`config.mk`:
```
export PLATFORM = sky130hd
export DESIGN_NAME = branch_unit
export DESIGN_NICKNAME = d
export VERILOG_FILES = /design/src/rtl/branch_unit_pkg.sv /design/src/rtl/cmp.sv /design/src/rtl/branch_unit.sv
export VERILOG_INCLUDE_DIRS = /design/src /design/src/rtl
export SDC_FILE = /design/constraint.sdc
export NUM_CORES = 1
export LEC_CHECK = 0
export BUFFER_PORTS_ARGS = -buffer_cell sky130_fd_sc_hd__buf_4
export CAP_MARGIN = 20
export CORE_MARGIN = 3
export CORE_UTILIZATION = 45
export DETAILED_ROUTE_END_ITERATION = 6
export PLACE_DENSITY_LB_ADDON = 0.05
export SLEW_MARGIN = 0
export SYNTH_ARGS = -nofsm -noshare
export SYNTH_HDL_FRONTEND = slang
export SYNTH_SLANG_ARGS = --single-unit
export TNS_END_PERCENT = 10
```
`constraint.sdc`:
```
create_clock -name i_clk -period 3.2 [get_ports i_clk]
set_clock_uncertainty 0.05 [all_clocks]
set_input_delay 0.16 -clock i_clk [delete_from_list [all_inputs] [get_ports i_clk]]
set_output_delay 0.16 -clock i_clk [all_outputs]
set_load 0.01 [all_outputs]
```
`src/rtl/cmp.vh`:
```
// Shared compare-op encoding plus the BRANCH opcode and funct3 values, so the
// decoder and the cmp block agree on one set of constants.
`ifndef CMP_VH
`define CMP_VH

`define CMP_OP_WIDTH 3

`define CMP_OP_BEQ  3'd0
`define CMP_OP_BNE  3'd1
`define CMP_OP_BLT  3'd2
`define CMP_OP_BGE  3'd3
`define CMP_OP_BLTU 3'd4
`define CMP_OP_BGEU 3'd5

`define OPC_BRANCH 7'b1100011

`define F3_BEQ  3'b000
`define F3_BNE  3'b001
`define F3_BLT  3'b100
`define F3_BGE  3'b101
`define F3_BLTU 3'b110
`define F3_BGEU 3'b111

`endif

```
`src/rtl/branch_unit_pkg.sv`:
```
// Types and decode helper shared by the branch unit.
`include "cmp.vh"

package branch_unit_pkg;

  typedef logic [`CMP_OP_WIDTH-1:0] cmp_op_t;

  // Decoded view of a branch instruction: which compare to run and whether
  // the encoding is a legal BRANCH at all.
  typedef struct packed {
    logic    illegal;
    cmp_op_t op;
  } br_decode_t;

  localparam int INSTR_BYTES = 4;

  // Illegal encodings (wrong opcode, funct3 010/011) fall back to BEQ so the
  // compare input is always a defined code.
  function automatic br_decode_t decode_branch(input logic [6:0] opcode,
                                               input logic [2:0] funct3);
    br_decode_t d;
    d.illegal = 1'b0;
    d.op      = `CMP_OP_BEQ;
    case (funct3)
      `F3_BEQ:  d.op = `CMP_OP_BEQ;
      `F3_BNE:  d.op = `CMP_OP_BNE;
      `F3_BLT:  d.op = `CMP_OP_BLT;
      `F3_BGE:  d.op = `CMP_OP_BGE;
      `F3_BLTU: d.op = `CMP_OP_BLTU;
      `F3_BGEU: d.op = `CMP_OP_BGEU;
      default:  d.illegal = 1'b1;
    endcase
    if (opcode != `OPC_BRANCH) begin
      d.illegal = 1'b1;
    end
    if (d.illegal) begin
      d.op = `CMP_OP_BEQ;
    end
    return d;
  endfunction

endpackage

```
`src/rtl/cmp.sv`:
```
// Combinational branch comparator: evaluates one CMP_OP_* condition on a, b.
`include "cmp.vh"

module cmp #(
  parameter int WIDTH = 32
) (
  input  logic [`CMP_OP_WIDTH-1:0] op,
  input  logic [WIDTH-1:0]         a,
  input  logic [WIDTH-1:0]         b,
  output logic                     taken
);

  // Select the comparison named by op; unknown codes never take.
  always_comb begin
    taken = 1'b0;
    case (op)
      `CMP_OP_BEQ:  taken = (a == b);
      `CMP_OP_BNE:  taken = (a != b);
      `CMP_OP_BLT:  taken = ($signed(a) <  $signed(b));
      `CMP_OP_BGE:  taken = ($signed(a) >= $signed(b));
      `CMP_OP_BLTU: taken = (a <  b);
      `CMP_OP_BGEU: taken = (a >= b);
      default:      taken = 1'b0;
    endcase
  end

endmodule

```
`src/rtl/branch_unit.sv`:
```
// Execute-stage branch unit: decodes a B-type instruction, resolves it with
// cmp, computes target / next PC, flags mispredicts, and registers the result
// in a single valid/ready stage feeding fetch redirect.
// Optional build macro BRANCH_UNIT_PERF_EN adds branch / mispredict counters.
`include "cmp.vh"

module branch_unit
  import branch_unit_pkg::*;
#(
  parameter int               WIDTH    = 32,
  parameter logic [WIDTH-1:0] RESET_PC = '0
) (
  input  logic             i_clk,
  input  logic             i_rst,
  input  logic             i_valid,
  output logic             o_ready,
  input  logic [31:0]      i_instr,
  input  logic [WIDTH-1:0] i_pc,
  input  logic [WIDTH-1:0] i_rs1,
  input  logic [WIDTH-1:0] i_rs2,
  input  logic             i_pred_taken,
  input  logic             i_flush,
  output logic             o_valid,
  input  logic             i_ready,
  output logic             o_taken,
  output logic [WIDTH-1:0] o_target,
  output logic [WIDTH-1:0] o_next_pc,
  output logic             o_mispredict,
  output logic             o_illegal,
  output logic             o_misaligned
`ifdef BRANCH_UNIT_PERF_EN
  ,
  output logic [31:0]      o_br_cnt,
  output logic [31:0]      o_mispred_cnt
`endif
);

  localparam logic [WIDTH-1:0] PC_STEP = WIDTH'(INSTR_BYTES);

  br_decode_t       dec;
  logic [12:0]      imm13;
  logic [WIDTH-1:0] imm_sext;
  logic [WIDTH-1:0] target_c;
  logic [WIDTH-1:0] seq_pc_c;
  logic [WIDTH-1:0] next_pc_c;
  logic             cmp_taken;
  logic             taken_c;
  logic             mispredict_c;
  logic             misaligned_c;
  logic             load;
  logic             unused_instr_bits;

  // Register fields (rs1/rs2 indices) are not needed here.
  assign unused_instr_bits = ^i_instr[24:15];

  assign dec      = decode_branch(i_instr[6:0], i_instr[14:12]);
  assign imm13    = {i_instr[31], i_instr[7], i_instr[30:25], i_instr[11:8], 1'b0};
  assign imm_sext = {{(WIDTH-13){imm13[12]}}, imm13};

  // Both adders wrap modulo 2^WIDTH.
  assign target_c = i_pc + imm_sext;
  assign seq_pc_c = i_pc + PC_STEP;

  cmp #(
    .WIDTH (WIDTH)
  ) u_cmp (
    .op    (dec.op),
    .a     (i_rs1),
    .b     (i_rs2),
    .taken (cmp_taken)
  );

  // Illegal encodings never take, never mispredict, never fault on alignment;
  // the trap path owns them.
  assign taken_c      = cmp_taken & ~dec.illegal;
  assign next_pc_c    = taken_c ? target_c : seq_pc_c;
  assign mispredict_c = ~dec.illegal & (taken_c ^ i_pred_taken);
  assign misaligned_c = ~dec.illegal & taken_c & target_c[1];

  // Handshake: a request transfers on an edge where i_valid && o_ready, a
  // result transfers where o_valid && i_ready; o_ready = !o_valid || i_ready so
  // a draining result and a new request can share one edge. Outputs are frozen
  // while o_valid && !i_ready. i_flush drops the held result and blocks loading.
  assign o_ready = !o_valid || i_ready;
  assign load    = i_valid && o_ready && !i_flush;

  // Result register: valid tracking plus the payload captured on load.
  always_ff @(posedge i_clk) begin
    if (i_rst) begin
      o_valid      <= 1'b0;
      o_taken      <= 1'b0;
      o_target     <= RESET_PC;
      o_next_pc    <= RESET_PC;
      o_mispredict <= 1'b0;
      o_illegal    <= 1'b0;
      o_misaligned <= 1'b0;
    end else begin
      if (i_flush) begin
        o_valid <= 1'b0;
      end else if (load) begin
        o_valid <= 1'b1;
      end else if (i_ready) begin
        o_valid <= 1'b0;
      end
      if (load) begin
        o_taken      <= taken_c;
        o_target     <= target_c;
        o_next_pc    <= next_pc_c;
        o_mispredict <= mispredict_c;
        o_illegal    <= dec.illegal;
        o_misaligned <= misaligned_c;
      end
    end
  end

`ifdef BRANCH_UNIT_PERF_EN
  logic result_hs;
  assign result_hs = o_valid && i_ready;

  // Count legal resolved branches and mispredicts as they leave the stage.
  always_ff @(posedge i_clk) begin
    if (i_rst) begin
      o_br_cnt      <= '0;
      o_mispred_cnt <= '0;
    end else begin
      if (result_hs && !o_illegal) begin
        o_br_cnt <= o_br_cnt + 32'd1;
      end
      if (result_hs && o_mispredict) begin
        o_mispred_cnt <= o_mispred_cnt + 32'd1;
      end
    end
  end
`endif

endmodule

```
Word level (Yosys, flattened, before mapping)
Cells that the tools add are included.
{ "totals": {"ff_bits": 69, "input_bits": 134} }
{ "classes": {"addsub": 2, "n_lt_le_gt_ge": 4, "n_eq_ne": 13, "mux": 8, "n_bitwise": 6, "reduce_logical": 10} }
{ "op_table": {"columns": ["cell", "n"], "rows": [
  ["$ge A32 B32 Y1", 2],
  ["$lt A32 B32 Y1", 2],
  ["$add A32 B3 Y32 const B", 1],
  ["$add A32 B32 Y32", 1],
  ["$eq A32 B32 Y1", 1],
  ["$mux W32", 1],
  ["$ne A32 B32 Y1", 1],
  ["$eq A3 B3 Y1 const B", 6],
  ["$pmux W3 S5", 1],
  ["$ne A7 B7 Y1 const B", 1],
  ["$eq A3 B1 Y1 const B", 2],
  ["$eq A3 B2 Y1 const B", 2],
  ["$logic_not A3 Y1", 2],
  ["$pmux W1 S6", 1],
  ["$reduce_or A6 Y1", 1],
  ["$and A1 B1 Y1", 4],
  ["$mux W1", 4],
  ["$mux W3", 1],
  ["$logic_and A1 B1 Y1", 2],
  ["$logic_not A1 Y1", 2],
  ["$reduce_bool A2 Y1", 1],
  ["$reduce_or A2 Y1", 1],
  ["$logic_or A1 B1 Y1", 1],
  ["$not A1 Y1", 1],
  ["$xor A1 B1 Y1", 1]
]} }

Longest topological paths before layout
Gate-level depths: netlist (run 1).
{ "logic_depth": {"ltp_word": 10, "depth_mapped": 14} }

Hierarchy
From an unflattened synthesis (run 1), not the netlist that was laid out.
{ "unflattened": {"cells_unflattened": 765, "hier_area_um2": 5789.3} }
{ "by_module_without_submodules": {"columns": ["mod", "instances", "cells_per_inst", "area_per_inst_um2"], "rows": [
  ["branch_unit", 1, 642, 4878.4],
  ["cmp", 1, 123, 910.9]
]} }

Worst setup path before layout (run 1)
Ideal clock, no wire load.
{ "synth_path": {"path_type": "input port to flip-flop", "start": "input i_rs2[31]", "end": "register o_next_pc[14]", "arrival_ns": 2.627, "setup_slack_ns": 0.404, "path_stages": 13, "path_cell_list": "inv_1 -> ha_1 -> nand4_2 -> nor4_4 -> nand4_2 -> and3_1 -> a2111oi_2 -> o311ai_2 -> a21oi_2 -> buf_6 -> buf_6 -> nor3_1 -> a211o_1"} }
{ "synth_via": {"elab_chain_cells": 4, "elab_cells_between_ends": 9, "cone_classes": "4 x order compare; 2 x eq/ne; 2 x mux; 1 x bitwise"} }
{ "synth_lines": {"columns": ["element", "line_no", "rtl"], "rows": [
  ["start, declared", "branch_unit.sv:20", "input logic [WIDTH-1:0] i_rs2,"],
  ["$ge A32 B32 Y1, or another cell as far along", "cmp.sv:22", "`CMP_OP_BGEU: taken = (a >= b);"],
  ["$pmux W1 S6 (*)", "cmp.sv:16", "case (op)"],
  ["$and A1 B1 Y1 (*)", "branch_unit.sv:75", "assign taken_c = cmp_taken & ~dec.illegal;"],
  ["$mux W32 (*)", "branch_unit.sv:76", "assign next_pc_c = taken_c ? target_c : seq_pc_c;"],
  ["end signal, assigned", "branch_unit.sv:108", "o_next_pc <= next_pc_c;"],
  ["end, declared", "branch_unit.sv:27", "output logic [WIDTH-1:0] o_next_pc,"]
]} }
Mark *: on every way between the ends. The rest lies on a longest branch, timed or not.
A chain may end at the register's enable or synchronous reset.

Final worst setup path (run 1)
{ "layout_path": {"start": "input i_rs1[5]", "end": "register o_next_pc[25]"} }
{ "layout_via": {"elab_chain_cells": 4, "elab_cells_between_ends": 9, "cone_classes": "4 x order compare; 2 x eq/ne; 2 x mux; 1 x bitwise"} }
{ "layout_lines": {"columns": ["element", "line_no", "rtl"], "rows": [
  ["start, declared", "branch_unit.sv:19", "input logic [WIDTH-1:0] i_rs1,"],
  ["$ge A32 B32 Y1, or another cell as far along", "cmp.sv:22", null],
  ["$pmux W1 S6 (*)", "cmp.sv:16", null],
  ["$and A1 B1 Y1 (*)", "branch_unit.sv:75", null],
  ["$mux W32 (*)", "branch_unit.sv:76", null]
]} }
Marks and branches as above.

==> flow_summary.json, run 1 <==
{
  "outcome": "completed",
  "clock_tree.buffer_depth": 2,
  "dp.cells": 1086,
  "route.final.wire_length_mm": 17.4,
  "critPathSlowestCell": "sky130_fd_sc_hd__o311ai_2",
  "die_w_um": 119,
  "syn_nets": 946,
  "hold_violations": 0,
  "slew_viol_final": 0,
  "synth_common_cells": "93 x sky130_fd_sc_hd__nand2_1, 71 x sky130_fd_sc_hd__a21oi_1, 68 x sky130_fd_sc_hd__dfxtp_1, 63 x sky130_fd_sc_hd__ha_1, 60 x sky130_fd_sc_hd__nand3_1",
  "timing.setup.tns_ns": 0,
  "critPathMaxFanout": 35,
  "critPathMostFrequentCell": "sky130_fd_sc_hd__buf_12",
  "proportion_of_synthesized_chip_area_in_sequential_cells_pct": 23.8,
  "cts_tree": "yes",
  "grt_pass1_vias": 5919,
  "viasPerCell": 5.50,
  "worst_hold_startpoint": "i_pc[0]",
  "worstRegToRegCells": 6,
  "synth_most_common_cell": "sky130_fd_sc_hd__nand2_1",
  "post_cts.repair.setup_buffers": 0,
  "layout.cells.non_filler": 1103,
  "synthArstFlopShare_pct": 0,
  "power.static_leakage_nw": 3.50,
  "die_height_um": 119,
  "postSynthRegisterBits": 68,
  "cts_num_sinks": 68,
  "grt_overflow_total": 0,
  "synthFlopType": "sky130_fd_sc_hd__dfxtp_1",
  "number_of_cts_inserted_buffers": 9,
  "die_outline_area_sq_um": 14100,
  "grt_antenna_before_repair": 0,
  "drtAntennaViolNets": 0,
  "synth_area_per_cell_sq_um": 7.65,
  "worst_setup_path_end_kind": "register",
  "insertion_delay_ns": 0.33,
  "final.fill_count": 1170,
  "grt_start_max_net_pins": 71,
  "clockRootBuffer": "sky130_fd_sc_hd__clkbuf_16",
  "min-delay-path-class": "input pin to register",
  "routed-via-count": 6062,
  "worst_r2r_endpoint": "o_next_pc[6]$_SDFFE_PP0P_",
  "placement.setup.worst_slack_ns": 0.0249,
  "max_cap_violations": 0,
  "post_drt_wl_per_cell_um": 15.7,
  "period_needed_ns": 2.83,
  "dr.pass1.iters": 6,
  "post_route_drc_violation_count": 0,
  "core_region_area_sq_um": 12200,
  "worstSetupStartpointType": "input pin",
  "post-route-period-util_pct": 88.5,
  "post_synthesis_instance_total": 748,
  "holdBufCountCts": 1,
  "crit_path_cell_trace": "buf_4 > ha_1 > a21oi_1 > o21ai_0 > a221oi_1 > nor3_1 > or2_2 > o311ai_2 > a21oi_4 > buf_12 > buf_12 > or3_1 > nand3_1",
  "ir_drop_mv": 0.247,
  "effective_utilization_at_floorplan_pct": 46.8,
  "regToRegSetupSlack_ns": 1.02,
  "post_synth_instance_area_sq_um": 5720,
  "synth.largest_area_cell": "sky130_fd_sc_hd__dfxtp_1",
  "setup-violations-final": 0,
  "gp_congestion": 0.857,
  "grt_usage_pct": 24.3,
  "relative_max_transition_margin_pct": 40.1,
  "dp_hpwl_mm": 13.3,
  "critical_path.startpoint": "i_rs1[5]",
  "critPathArrivalTime_ns": 3.05,
  "delay_of_the_slowest_cell_on_the_worst_path_ns": 0.52,
  "worstSetupPathType": "input pin to register",
  "crit_required_ns": 3.42,
  "synthToLayoutAreaGrowth_pct": 34.5,
  "timing_worst_slew_pin_value_ns": 0.898,
  "number_of_h_tree_branching_levels": 3,
  "std_cell_rows": 40,
  "post_synth_num_cell_types": 62,
  "ys.warnings.count": 0,
  "cellPowerDensity_nw_per_um2": 384,
  "numPortBuffers": 193,
  "ioPinCount": 204,
  "synth.top_cells.by_area": "sky130_fd_sc_hd__dfxtp_1 24%, sky130_fd_sc_hd__ha_1 14%, sky130_fd_sc_hd__a21oi_1 6.2%",
  "setup.worst_path.end": "o_next_pc[25]$_SDFFE_PP0P_",
  "postLayoutSetupSlackWorst_ns": 0.369,
  "post_cts.resized_instances": 0,
  "max_fclk_ghz": 0.353,
  "fin_nets": 1128,
  "grt_pass1_wl_mm": 28.6,
  "synth-edff-count": 0,
  "num_antenna_cells": 0,
  "first_iter_violations": 310,
  "grt_setup_unrepaired": "false",
  "layout-drive-gt1-share_pct": 25.2,
  "synth_top_area_share_pct": 23.8,
  "rr_startpoint": "o_valid$_SDFFE_PP0P_",
  "clock_slew_seen_by_the_registers_of_the_worst_setup_and_hold_paths_ns": 0.06
}
## metal layers
layer / part of all wire (%) / wire length (um) / up-vias / GRT usage [%]
met1: 44 / 7630 / 2800 / 30.7
met5: 0 / 0 / - / 0
met2: 49 / 8470 / 191 / 42.6
li1: - / - / 3045 / -
met3: 5.5 / 959 / 26 / 3.92
met4: 1.7 / 293 / 0 / 6.66
## critical path: cells and delay by family
kind	cells	cell delay, ns
buffers and inverters	3	0.46
AO/OA/AOI/OAI	5	1.24
adder cells (fa/ha/maj)	1	0.30
AND/OR/NAND/NOR	4	0.88
## layout by cell type, fill, tap and decap left out, drive strengths merged, types with 2 or more instances in the layout
master,count
buf,204
nand2,93
a21oi,72
dfxtp,68
ha,63
nand3,60
inv,43
nor2,41
xnor2,33
nand3b,29
xor2,23
or3,20
o21ai,16
nand4,16
a21o,12
nor3,12
clkbuf,10
nand2b,9
nor4,9
o311ai,9
and3,8
a211oi,7
o211ai,7
nor2b,6
and4,6
o21bai,5
a31oi,5
or2,5
and2,4
o31ai,3
a211o,3
bufinv,3
nor4b,3
nor3b,3
a2111oi,3
a221oi,2
a21boi,2
o21a,2
clkinv,2
## through the flow
step | utilization [%] | hold slack [ns] | power (mW) | area [sq um]
after detailed placement | 60.0 | 0.308 | 1.80 | 7330
after CTS | 63.0 | 0.0220 | 2.97 | 7690
after floorplan | - | 0.189 | 1.44 | 5720
final | 63.0 | 0.0337 | 2.95 | 7690
after global placement | 60.0 | 0.296 | 1.78 | 7330
after global routing | 63.0 | 0.0302 | 3.12 | 7690
## cell type report
| type | count | area, sq um | area share (%) |
|---|---|---|---|
| clock buffers | 10 | 239 | 3.11 |
| clock inverters | 6 | 111 | 1.45 |
| inverters | 43 | 161 | 2.10 |
| multi-input cells | 603 | 4040 | 52.6 |
| flip-flops and latches | 68 | 1360 | 17.7 |
| well taps | 168 | 210 | 2.73 |
| repair buffers | 205 | 1570 | 20.4 |
## logic make-up after synthesis
kind of cell | Yosys count | share of synthesized area [%]
xor+xnor | 56 | 8.58
buf+inv | 77 | 5.78
flops | 68 | 23.8
simple gates | 326 | 30.1
fa+ha+maj | 64 | 14.1
compound gates | 157 | 17.6
## power by group
part,internal (mW),switching (mW),total (mW)
registers,0.899,0.0276,0.926
logic,0.404,0.453,0.857
clock network,0.782,0.386,1.17
## how the worst min path moves through the flow
stage,end,slack (ns),cells past startpoint
finish,o_target[0]$_SDFFE_PP0P_,0.03,3
global route,o_target[0]$_SDFFE_PP0P_,0.03,3
CTS,o_target[0]$_SDFFE_PP0P_,0.02,3
detailed placement,o_valid$_SDFFE_PP0P_,0.31,2
global placement,o_valid$_SDFFE_PP0P_,0.30,2
floorplan,o_valid$_SDFFE_PP0P_,0.19,1
## state kept, by name, indices dropped and copies added (netlist names)
signal and count:
o_target 32, o_next_pc 31, o_illegal 1, o_misaligned 1, o_mispredict 1, o_taken 1
o_valid 1
Note: power is estimated with default switching activity, not from simulation.
==> run 2: changes to the inputs <==
==> constraint.sdc (replaced) <==
create_clock -name i_clk -period 3.6 [get_ports i_clk]
set_clock_uncertainty 0.05 [all_clocks]
set_input_delay 0.18 -clock i_clk [delete_from_list [all_inputs] [get_ports i_clk]]
set_output_delay 0.18 -clock i_clk [all_outputs]
set_load 0.01 [all_outputs]
==> flow_summary.json, run 2 (synthesis gave the netlist of run 1 again) <==
{
  "routed-via-count": 6062,
  "timing_worst_slew_pin_value_ns": 0.821,
  "max_fclk_ghz": 0.338,
  "first_iter_violations": 300,
  "hold_violations": 0,
  "grt_pass1_vias": 5777,
  "grt_pass1_wl_mm": 28.6,
  "period_needed_ns": 2.96,
  "cellPowerDensity_nw_per_um2": 344,
  "clockRootBuffer": "sky130_fd_sc_hd__clkbuf_16",
  "worstSetupStartpointType": "input pin",
  "number_of_cts_inserted_buffers": 9,
  "die_outline_area_sq_um": 14100,
  "outcome": "completed",
  "grt_usage_pct": 24.5,
  "crit_required_ns": 3.74,
  "insertion_delay_ns": 0.34,
  "post_cts.repair.setup_buffers": 0,
  "effective_utilization_at_floorplan_pct": 46.8,
  "grt_start_max_net_pins": 72,
  "clock_tree.buffer_depth": 2,
  "ioPinCount": 204,
  "route.final.wire_length_mm": 17.6,
  "fin_total_pwr_mw": 2.64,
  "final_common_cell": "sky130_fd_sc_hd__buf_4",
  "num_antenna_cells": 0,
  "largest_register_by_flop_count": "o_target",
  "fin_nets": 1126,
  "post_route_drc_violation_count": 0,
  "holdBufCountCts": 1,
  "largest_register_ff_count": 32,
  "ir_drop_mv": 0.250,
  "post_drt_wl_per_cell_um": 16.0,
  "synthToLayoutAreaGrowth_pct": 34.2,
  "clock_slew_seen_by_the_registers_of_the_worst_setup_and_hold_paths_ns": 0.06,
  "layout-drive-gt1-share_pct": 25.1,
  "gp_congestion": 0.915,
  "critPathArrivalTime_ns": 3.10,
  "critPathMaxFanout": 12,
  "numPortBuffers": 193,
  "grt_antenna_before_repair": 0,
  "reg.largest.list": "o_target x32, o_next_pc x31",
  "worstSetupPathType": "input pin to register",
  "final_cell_mix": "200 x sky130_fd_sc_hd__buf_4, 93 x sky130_fd_sc_hd__nand2_1, 71 x sky130_fd_sc_hd__a21oi_1, 68 x sky130_fd_sc_hd__dfxtp_1, 63 x sky130_fd_sc_hd__ha_1",
  "dr.pass1.iters": 5,
  "viasPerCell": 5.51,
  "grt_overflow_total": 0,
  "drtAntennaViolNets": 0,
  "core_region_area_sq_um": 12200,
  "power.static_leakage_nw": 3.49,
  "die_height_um": 119,
  "timing.setup.tns_ns": 0,
  "cts_num_sinks": 68,
  "die_w_um": 119,
  "worst_setup_path_end_kind": "register",
  "number_of_h_tree_branching_levels": 3,
  "slew_viol_final": 0,
  "dp_hpwl_mm": 13.3,
  "min-delay-path-class": "input pin to register",
  "grt_setup_unrepaired": "false",
  "post-route-period-util_pct": 82.1,
  "cts_tree": "yes",
  "setup-violations-final": 0,
  "std_cell_rows": 40,
  "max_cap_violations": 0,
  "relative_max_transition_margin_pct": 45.3,
  "post_cts.resized_instances": 0
}
[run 2: cell types whose count changed in the layout (fill, tap and decap cells not counted), sizes merged]
| cell | previous run | this run |
|---|---|---|
| buf | 204 | 202 |
[run 2: layout make-up]
class,instances,area (sq um)
repair buffers,203,1550
multi-input cells,603,4040
inverters,43,161
well taps,168,210
clock inverters,6,111
clock buffers,10,239
flip-flops and latches,68,1360
fillers,1158,4530
[run 2: critical path, stage by stage]
cell	delay, ns
sky130_fd_sc_hd__buf_4	0.11
sky130_fd_sc_hd__ha_1	0.37
sky130_fd_sc_hd__nand4_2	0.16
sky130_fd_sc_hd__nor4_4	0.39
sky130_fd_sc_hd__nand4_2	0.18
sky130_fd_sc_hd__and3_1	0.22
sky130_fd_sc_hd__a2111oi_2	0.36
sky130_fd_sc_hd__o311ai_2	0.24
sky130_fd_sc_hd__a21oi_4	0.46
sky130_fd_sc_hd__buf_4	0.21
sky130_fd_sc_hd__or3_1	0.11
sky130_fd_sc_hd__o311ai_1	0.09
[run 2: per-layer routing]
layer	wire (um)	GRT usage, %
met5	0	0
met4	305	7.75
met3	1050	5.12
met2	8590	42.2
met1	7690	30.7
[run 2: power breakdown]
group / internal [mW] / switching [mW] / leakage (nW)
combinational: 0.357 / 0.407 / 2.76
sequential: 0.799 / 0.0249 / 0.556
clock: 0.695 / 0.355 / 0.169
total: 1.85 / 0.786 / 3.49
[run 2: path summary, 6_finish.rpt]
check	from	end	slack, ns	depth (start not counted)
max	i_rs1[31]	o_next_pc[29]$_SDFFE_PP0P_	0.64	12
min	i_pc[0]	o_target[0]$_SDFFE_PP0P_	0.04	3
max reg2reg	o_valid$_SDFFE_PP0P_	o_next_pc[10]$_SDFFE_PP0P_	1.43	6
min reg2reg	o_target[7]$_SDFFE_PP0P_	o_target[7]$_SDFFE_PP0P_	0.41	2
[run 2: metrics by stage]
stage / setup WS (ns) / util, % / instance area, sq um / instances / hold WS, ns
after floorplan: 0.784 / - / 5720 / 748 / 0.209
after global placement: 0.321 / 59.9 / 7320 / 1084 / 0.317
after detailed placement: 0.263 / 59.9 / 7320 / 1084 / 0.325
after CTS: 0.621 / 62.9 / 7680 / 1101 / 0.0318
after global routing: 0.362 / 62.9 / 7680 / 1101 / 0.0418
final: 0.645 / 62.9 / 7680 / 1101 / 0.0435
